==> src/rtl/edge_event_arbiter.sv <==
// ============================================================================
// edge_event_arbiter
// ----------------------------------------------------------------------------
// Watches N_CH asynchronous level inputs. It synchronizes each one and detects
// rising and falling edges. Edges are queued as per-channel pending flags. One
// event at a time is presented on a valid/ready output port. A round-robin
// pointer chooses which channel is presented next.
//
// Each channel keeps one rise flag and one fall flag. A second edge of the same
// kind that arrives before the first has been handed out is merged into the
// flag that is already set, and it raises that channel's sticky overflow bit.
// A rise followed by a fall (or the reverse) before hand-out is reported as a
// single event with both evt_rise and evt_fall set.
//
// Parameters
//   N_CH      number of monitored channels (2..16)
//   SYNC_STG  synchronizer flops ahead of the edge-compare flop (0..3)
//   CH_W      derived channel-index width, clog2(N_CH) (not overridable)
//
// Ports
//   clk        single clock, all logic on posedge
//   rst        synchronous, active-high reset
//   in         asynchronous level inputs, one bit per channel
//   level      synchronized level per channel (last delay-chain flop)
//   evt_valid  an event is presented
//   evt_ready  consumer accepts the presented event
//   evt_ch     channel index of the presented event
//   evt_rise   a rising edge is pending on evt_ch
//   evt_fall   a falling edge is pending on evt_ch
//   ovf        sticky per-channel overflow flags
//   ovf_clr    write-1-to-clear for ovf
// ============================================================================
module edge_event_arbiter #(
  parameter int  N_CH     = 4,
  parameter int  SYNC_STG = 1,
  localparam int CH_W     = $clog2(N_CH)
) (
  input  logic              clk,
  input  logic              rst,
  input  logic [N_CH-1:0]   in,
  output logic [N_CH-1:0]   level,
  output logic              evt_valid,
  input  logic              evt_ready,
  output logic [CH_W-1:0]   evt_ch,
  output logic              evt_rise,
  output logic              evt_fall,
  output logic [N_CH-1:0]   ovf,
  input  logic [N_CH-1:0]   ovf_clr
);

  // --------------------------------------------------------------------------
  // Delay chain: stage 0 samples the raw input. Stage SYNC_STG is the
  // edge-compare flop and drives the level output.
  // --------------------------------------------------------------------------
  logic [SYNC_STG:0][N_CH-1:0] chain_q, chain_d;

  always_comb begin
    chain_d[0] = in;
    for (int k = 1; k <= SYNC_STG; k++) begin
      chain_d[k] = chain_q[k-1];
    end
  end

  // Edge-compare taps. With no synchronizer stages, the single flop is
  // compared directly against the raw input.
  logic [N_CH-1:0] tap_old, tap_new;

  generate
    if (SYNC_STG == 0) begin : g_tap_direct
      assign tap_new = in;
      assign tap_old = chain_q[0];
    end else begin : g_tap_chain
      assign tap_new = chain_q[SYNC_STG-1];
      assign tap_old = chain_q[SYNC_STG];
    end
  endgenerate

  logic [N_CH-1:0] rise_det, fall_det;

  assign rise_det = ~tap_old &  tap_new;
  assign fall_det =  tap_old & ~tap_new;

  // --------------------------------------------------------------------------
  // Pending flags, overflow flags, and output register state
  // --------------------------------------------------------------------------
  logic [N_CH-1:0] rise_pend_q, rise_pend_d;
  logic [N_CH-1:0] fall_pend_q, fall_pend_d;
  logic [N_CH-1:0] ovf_q, ovf_d;
  logic [CH_W-1:0] ptr_q, ptr_d;
  logic            evt_valid_q, evt_valid_d;
  logic [CH_W-1:0] evt_ch_q, evt_ch_d;
  logic            evt_rise_q, evt_rise_d;
  logic            evt_fall_q, evt_fall_d;

  // --------------------------------------------------------------------------
  // Round-robin search: the first channel with any pending flag, scanning
  // ptr, ptr+1, ... and wrapping modulo N_CH.
  // --------------------------------------------------------------------------
  logic [N_CH-1:0] pend_any;
  logic            found;
  logic [CH_W-1:0] win;
  logic [CH_W:0]   rr_idx;

  assign pend_any = rise_pend_q | fall_pend_q;

  // NOTE: every variable written in an always_comb gets a default at the top.
  // Without it, an unassigned path infers a latch.
  always_comb begin
    found  = 1'b0;
    win    = '0;
    rr_idx = '0;
    for (int k = 0; k < N_CH; k++) begin
      // One extra bit holds ptr+k, so the wrap works for any N_CH,
      // including values that are not a power of two.
      rr_idx = {1'b0, ptr_q} + (CH_W+1)'(k);
      if (rr_idx >= (CH_W+1)'(N_CH)) begin
        rr_idx = rr_idx - (CH_W+1)'(N_CH);
      end
      if (!found && pend_any[rr_idx[CH_W-1:0]]) begin
        found = 1'b1;
        win   = rr_idx[CH_W-1:0];
      end
    end
  end

  // --------------------------------------------------------------------------
  // Output register load and pointer advance
  // --------------------------------------------------------------------------
  logic            load;
  logic [N_CH-1:0] take;

  // The output register loads when it is empty or when its event is accepted
  // this cycle. Loading on acceptance gives one event per cycle when events
  // are handed over back to back.
  assign load = !evt_valid_q || evt_ready;

  always_comb begin
    take        = '0;
    ptr_d       = ptr_q;
    evt_valid_d = evt_valid_q;
    evt_ch_d    = evt_ch_q;
    evt_rise_d  = evt_rise_q;
    evt_fall_d  = evt_fall_q;
    if (load) begin
      evt_valid_d = found;
      evt_rise_d  = 1'b0;
      evt_fall_d  = 1'b0;
      if (found) begin
        take[win]  = 1'b1;
        evt_ch_d   = win;
        evt_rise_d = rise_pend_q[win];
        evt_fall_d = fall_pend_q[win];
        ptr_d      = (win == CH_W'(N_CH - 1)) ? '0 : win + CH_W'(1);
      end
    end
  end

  // --------------------------------------------------------------------------
  // Pending and overflow update.
  //
  // A flag that is being copied into the output register this cycle (take)
  // counts as free. An edge arriving in that same cycle starts a fresh
  // pending flag and is not an overflow. An edge that finds its flag still
  // occupied merges into it and raises ovf. Raising ovf takes priority over
  // a same-cycle write-1-to-clear.
  // --------------------------------------------------------------------------
  always_comb begin
    rise_pend_d = (rise_pend_q & ~take) | rise_det;
    fall_pend_d = (fall_pend_q & ~take) | fall_det;
    ovf_d       = (ovf_q & ~ovf_clr)
                | (rise_det & rise_pend_q & ~take)
                | (fall_det & fall_pend_q & ~take);
  end

  // --------------------------------------------------------------------------
  // State registers
  // --------------------------------------------------------------------------
  // NOTE: sequential state uses non-blocking assignments only. Every flop
  // then samples pre-edge values, whatever order the statements are in.
  always_ff @(posedge clk) begin
    if (rst) begin
      // The delay chain is cleared as well. An input held high through reset
      // therefore appears as a rising edge once reset is released.
      chain_q     <= '0;
      rise_pend_q <= '0;
      fall_pend_q <= '0;
      ovf_q       <= '0;
      ptr_q       <= '0;
      evt_valid_q <= 1'b0;
      evt_ch_q    <= '0;
      evt_rise_q  <= 1'b0;
      evt_fall_q  <= 1'b0;
    end else begin
      chain_q     <= chain_d;
      rise_pend_q <= rise_pend_d;
      fall_pend_q <= fall_pend_d;
      ovf_q       <= ovf_d;
      ptr_q       <= ptr_d;
      evt_valid_q <= evt_valid_d;
      evt_ch_q    <= evt_ch_d;
      evt_rise_q  <= evt_rise_d;
      evt_fall_q  <= evt_fall_d;
    end
  end

  // --------------------------------------------------------------------------
  // Outputs
  // --------------------------------------------------------------------------
  assign level     = chain_q[SYNC_STG];
  assign evt_valid = evt_valid_q;
  assign evt_ch    = evt_ch_q;
  assign evt_rise  = evt_rise_q;
  assign evt_fall  = evt_fall_q;
  assign ovf       = ovf_q;

endmodule

==> config.mk <==
export PLATFORM = sky130hd
export DESIGN_NAME = edge_event_arbiter
export DESIGN_NICKNAME = d
export VERILOG_FILES = /design/src/rtl/edge_event_arbiter.sv
export SDC_FILE = /design/constraint.sdc
export NUM_CORES = 1
export LEC_CHECK = 0
export BUFFER_PORTS_ARGS = -buffer_cell sky130_fd_sc_hd__buf_2
export CAP_MARGIN = 40
export CORE_MARGIN = 2
export CORE_UTILIZATION = 45
export CTS_CLUSTER_DIAMETER = 120
export DETAILED_ROUTE_END_ITERATION = 7
export GPL_ROUTABILITY_DRIVEN = 0
export PLACE_DENSITY = 0.67
export SYNTH_ARGS = -nofsm -noshare
export SYNTH_HDL_FRONTEND = slang
export SYNTH_SLANG_ARGS = --single-unit
==> constraint.sdc <==
create_clock -name clk -period 2.5 [get_ports clk]
set_clock_uncertainty 0.05 [all_clocks]
set_input_delay 0.125 -clock clk [delete_from_list [all_inputs] [get_ports clk]]
set_output_delay 0.125 -clock clk [all_outputs]
set_load 0.02 [all_outputs]
==> run summary <==
Critical Path Max Stage Delay -> 0.39 ns
Share of layout cells above drive strength 1 -> 21.9%
Max_cap viols -> 0
Ant. Diodes -> 0
Placement Rows -> 18
Initial Util -> 48.6%
Crit start category -> flop
Longest Clk Path Bufs -> 2
Crit path max-delay family -> simple AND/OR/NAND/NOR gates
Overall Global Routing Usage -> 14.7%
Core Region -> 2520 sq um
Gr ovfl total -> 0
CTS H-tree depth -> 1
Worst vdd ir -> 0.327 mV
CTS clk-pin slew, worst paths -> 0.14 ns
Max-slew headroom -> 50.7%
Antenna Nets Post-Route -> 0
Hold Path End -> ovf[2]$_SDFF_PP0_
Most frequent cells in the layout -> 27 x dfxtp_1, 23 x buf_2, 18 x nand2_1
Final slew viol count -> 0
Status -> complete, no violations
Starting DRT DRC Count -> 35
Critical path's slowest cell -> nor2_1
Drt via density -> 5.50
Worst setup EP type -> flop
Syn-to-layout area delta -> 16.9%
R2R depth -> 9
Vias -> 1094
Clock sinks -> 27
Synth warn -> 0
Final setup violating endpoints -> 0
Largest net degree at the start of global routing -> 30
FF-to-FF End -> ovf[0]$_SDFF_PP0_
Synth area leader -> dfxtp_1
R2R Path Start -> fall_pend_q[0]$_SDFF_PP0_
Seq/Total Area, Yosys -> 44.1%
CTS tree -> built
Mapped cell area -> 1230 sq um
Initial antenna violation count -> 0
Worst-Margin Slew -> 0.733 ns
Hold path cells -> 3
Met2 Usage GRT -> 25.2%
Total power per unit cell area -> 661 nW/um^2
TritonCTS buffer count -> 3
Die width -> 56.2 um
Most common cell after layout, fill and taps aside -> dfxtp_1
Final Hold Fails -> 0
Clk Latency, worst-skew pair -> 0.31 ns
Die Ht -> 56.2 um
Max Clk Rate -> 426 MHz
RSZ-0062 raised after global routing -> false
Critical path depth -> 9
Period minus WS final -> 2.35 ns
Most used routing layer -> met2
Post-route DRC -> 0
Top cells by area, synth -> dfxtp_1 44%, nor2b_1 6.1%, nand2_1 5.5%, nand2b_1 5.1%, a21oi_1 4.5%
Critical path cell sequence -> nor2_1, o21ai_0, a21oi_2, inv_1, ha_1, nand2_1, nand2_1, or2_2, a31oi_1
Hold Startpoint -> ovf_clr[2]
Hold/Removal Path Class -> input port to flop
Data required time of the worst path -> 2.70 ns
Worst EP arrival -> 2.55 ns
Buf+Inv Stages, Crit Path -> 1
LEAKAGE -> 0.000586 uW
I/O Pins -> 24
CP Class -> flop to flop
Layout fillers -> 258
Reg2Reg Setup Slack -> 0.15 ns
Most common cell on crit path -> nand2_1
Root Buffer -> clkbuf_4
Post-Syn Nets -> 157
Routed wire length -> 2.41 mm
Synth Area per Inst -> 8.64 sq um
Setup TNS -> 0 ns
Drt wl/cell -> 12.1 um
Register bit total from synthesis -> 27
Grt met1 use -> 18.7%
Placed standard-cell area -> 1360 sq um
Final Cycle Share -> 93.9%
Drt pass-1 iters -> 4
Mapped Cells -> 142
Final instance area -> 1430 sq um
IO buf count -> 23
Netlist cell types -> 28
Nets -> 185
Vias in the first global route -> 914
Post-DP HPWL -> 1.67 mm
GR Util met3 -> 2.09%
First-pass GRT wire length -> 3.82 mm
Worst Path Max Fanout -> 6
Yosys top cell area share -> 44.1%
Die Area -> 3160 sq um
per-stage QoR:
| stage | setup slack [ns] | std cells | total power, uW | utilization (%) | hold WS, ns |
|---|---|---|---|---|---|
| 3_5_place_dp | 0.158 | 191 | 759 | 54.1 | 0.291 |
| 2_1_floorplan | 0.517 | 142 | 697 | - | 0.203 |
| 3_3_place_gp | 0.141 | 191 | 758 | 54.1 | 0.283 |
| 6_report | 0.152 | 199 | 948 | 56.8 | 0.0167 |
| 4_1_cts | 0.122 | 199 | 952 | 56.7 | 0.00655 |
| 5_1_grt | 0.0109 | 199 | 1010 | 56.8 | 0.00285 |
cells in the mapped netlist:
library cell	count
a21oi_1	11
a221oi_1	1
a22oi_1	1
a31oi_1	4
a41o_1	2
a41oi_1	3
buf_1	1
clkbuf_1	3
dfxtp_1	27
ha_1	4
inv_1	4
nand2_1	18
nand2b_1	10
nand3_1	6
nand4_1	2
nand4b_1	2
nor2_1	10
nor2b_1	12
nor4_1	1
o2111ai_2	2
o211ai_1	2
o21a_1	1
o21ai_0	2
o21bai_1	2
o2bb2ai_1	1
or2_2	7
or3_1	2
or4_4	1
worst register-to-register path, delay by kind of cell (launching register included):
| family | cells | cell delay [ns] |
|---|---|---|
| fa+ha+maj | 1 | 0.20 |
| flops | 1 | 0.36 |
| compound gates | 3 | 0.70 |
| buf+inv | 1 | 0.13 |
| simple gates | 4 | 0.84 |
final cells by class:
cell class	instances	area, sq um	area share [%]
clock buffer	4	26.3	1.83
inverter	4	15.0	1.05
multi-input combinational	107	659	46.0
tap	30	37.5	2.62
timing repair buffer	27	155	10.8
sequential	27	541	37.7
worst max-delay path by stage:
stage	from	to	slack [ns]
floorplan	fall_pend_q[0]$_SDFF_PP0_	ovf[0]$_SDFF_PP0_	0.52
global placement	fall_pend_q[0]$_SDFF_PP0_	ovf[0]$_SDFF_PP0_	0.14
detailed placement	fall_pend_q[0]$_SDFF_PP0_	ovf[0]$_SDFF_PP0_	0.16
CTS	fall_pend_q[0]$_SDFF_PP0_	ovf[0]$_SDFF_PP0_	0.12
global route	fall_pend_q[0]$_SDFF_PP0_	ovf[0]$_SDFF_PP0_	0.01
finish	fall_pend_q[0]$_SDFF_PP0_	ovf[0]$_SDFF_PP0_	0.15
power breakdown:
| group | internal, uW | total, uW | switching, uW |
|---|---|---|---|
| Sequential | 468 | 502 | 33.5 |
| Clock | 62.3 | 184 | 122 |
| Combinational | 103 | 262 | 159 |
registers in the layout, indices dropped and copies added, names as in the netlist:
name and count:
evt_fall 1, fall_pend_q 4, ovf 4, evt_ch 2
evt_valid 1, evt_rise 1, rise_pend_q 4, ptr_q 2
tap_new 4, level 4
logic make-up after synthesis:
| group | after synthesis | share of synthesized area, % |
|---|---|---|
| buffers and inverters | 8 | 2.45 |
| AOI/OAI and AO/OA | 32 | 18.7 |
| adders and majority gates | 4 | 4.08 |
| and+or+nand+nor | 71 | 30.7 |
| DFF | 27 | 44.1 |
timing repair:
item                                    4_1_cts  5_1_grt
buffers inserted                              0        0
gates resized for setup                       0        1
hold endpoints to repair                      4        0
hold buffers                                  4        0
endpoints found under the setup margin        0        1
routing by layer:
| metal | up-vias | wire, um |
|---|---|---|
| met4 | 0 | 7 |
| met2 | 42 | 1160 |
| met1 | 493 | 1120 |
| met3 | 4 | 130 |
| met5 | - | 0 |
| li1 | 555 | - |
Power figures use the tool's default switching activity.
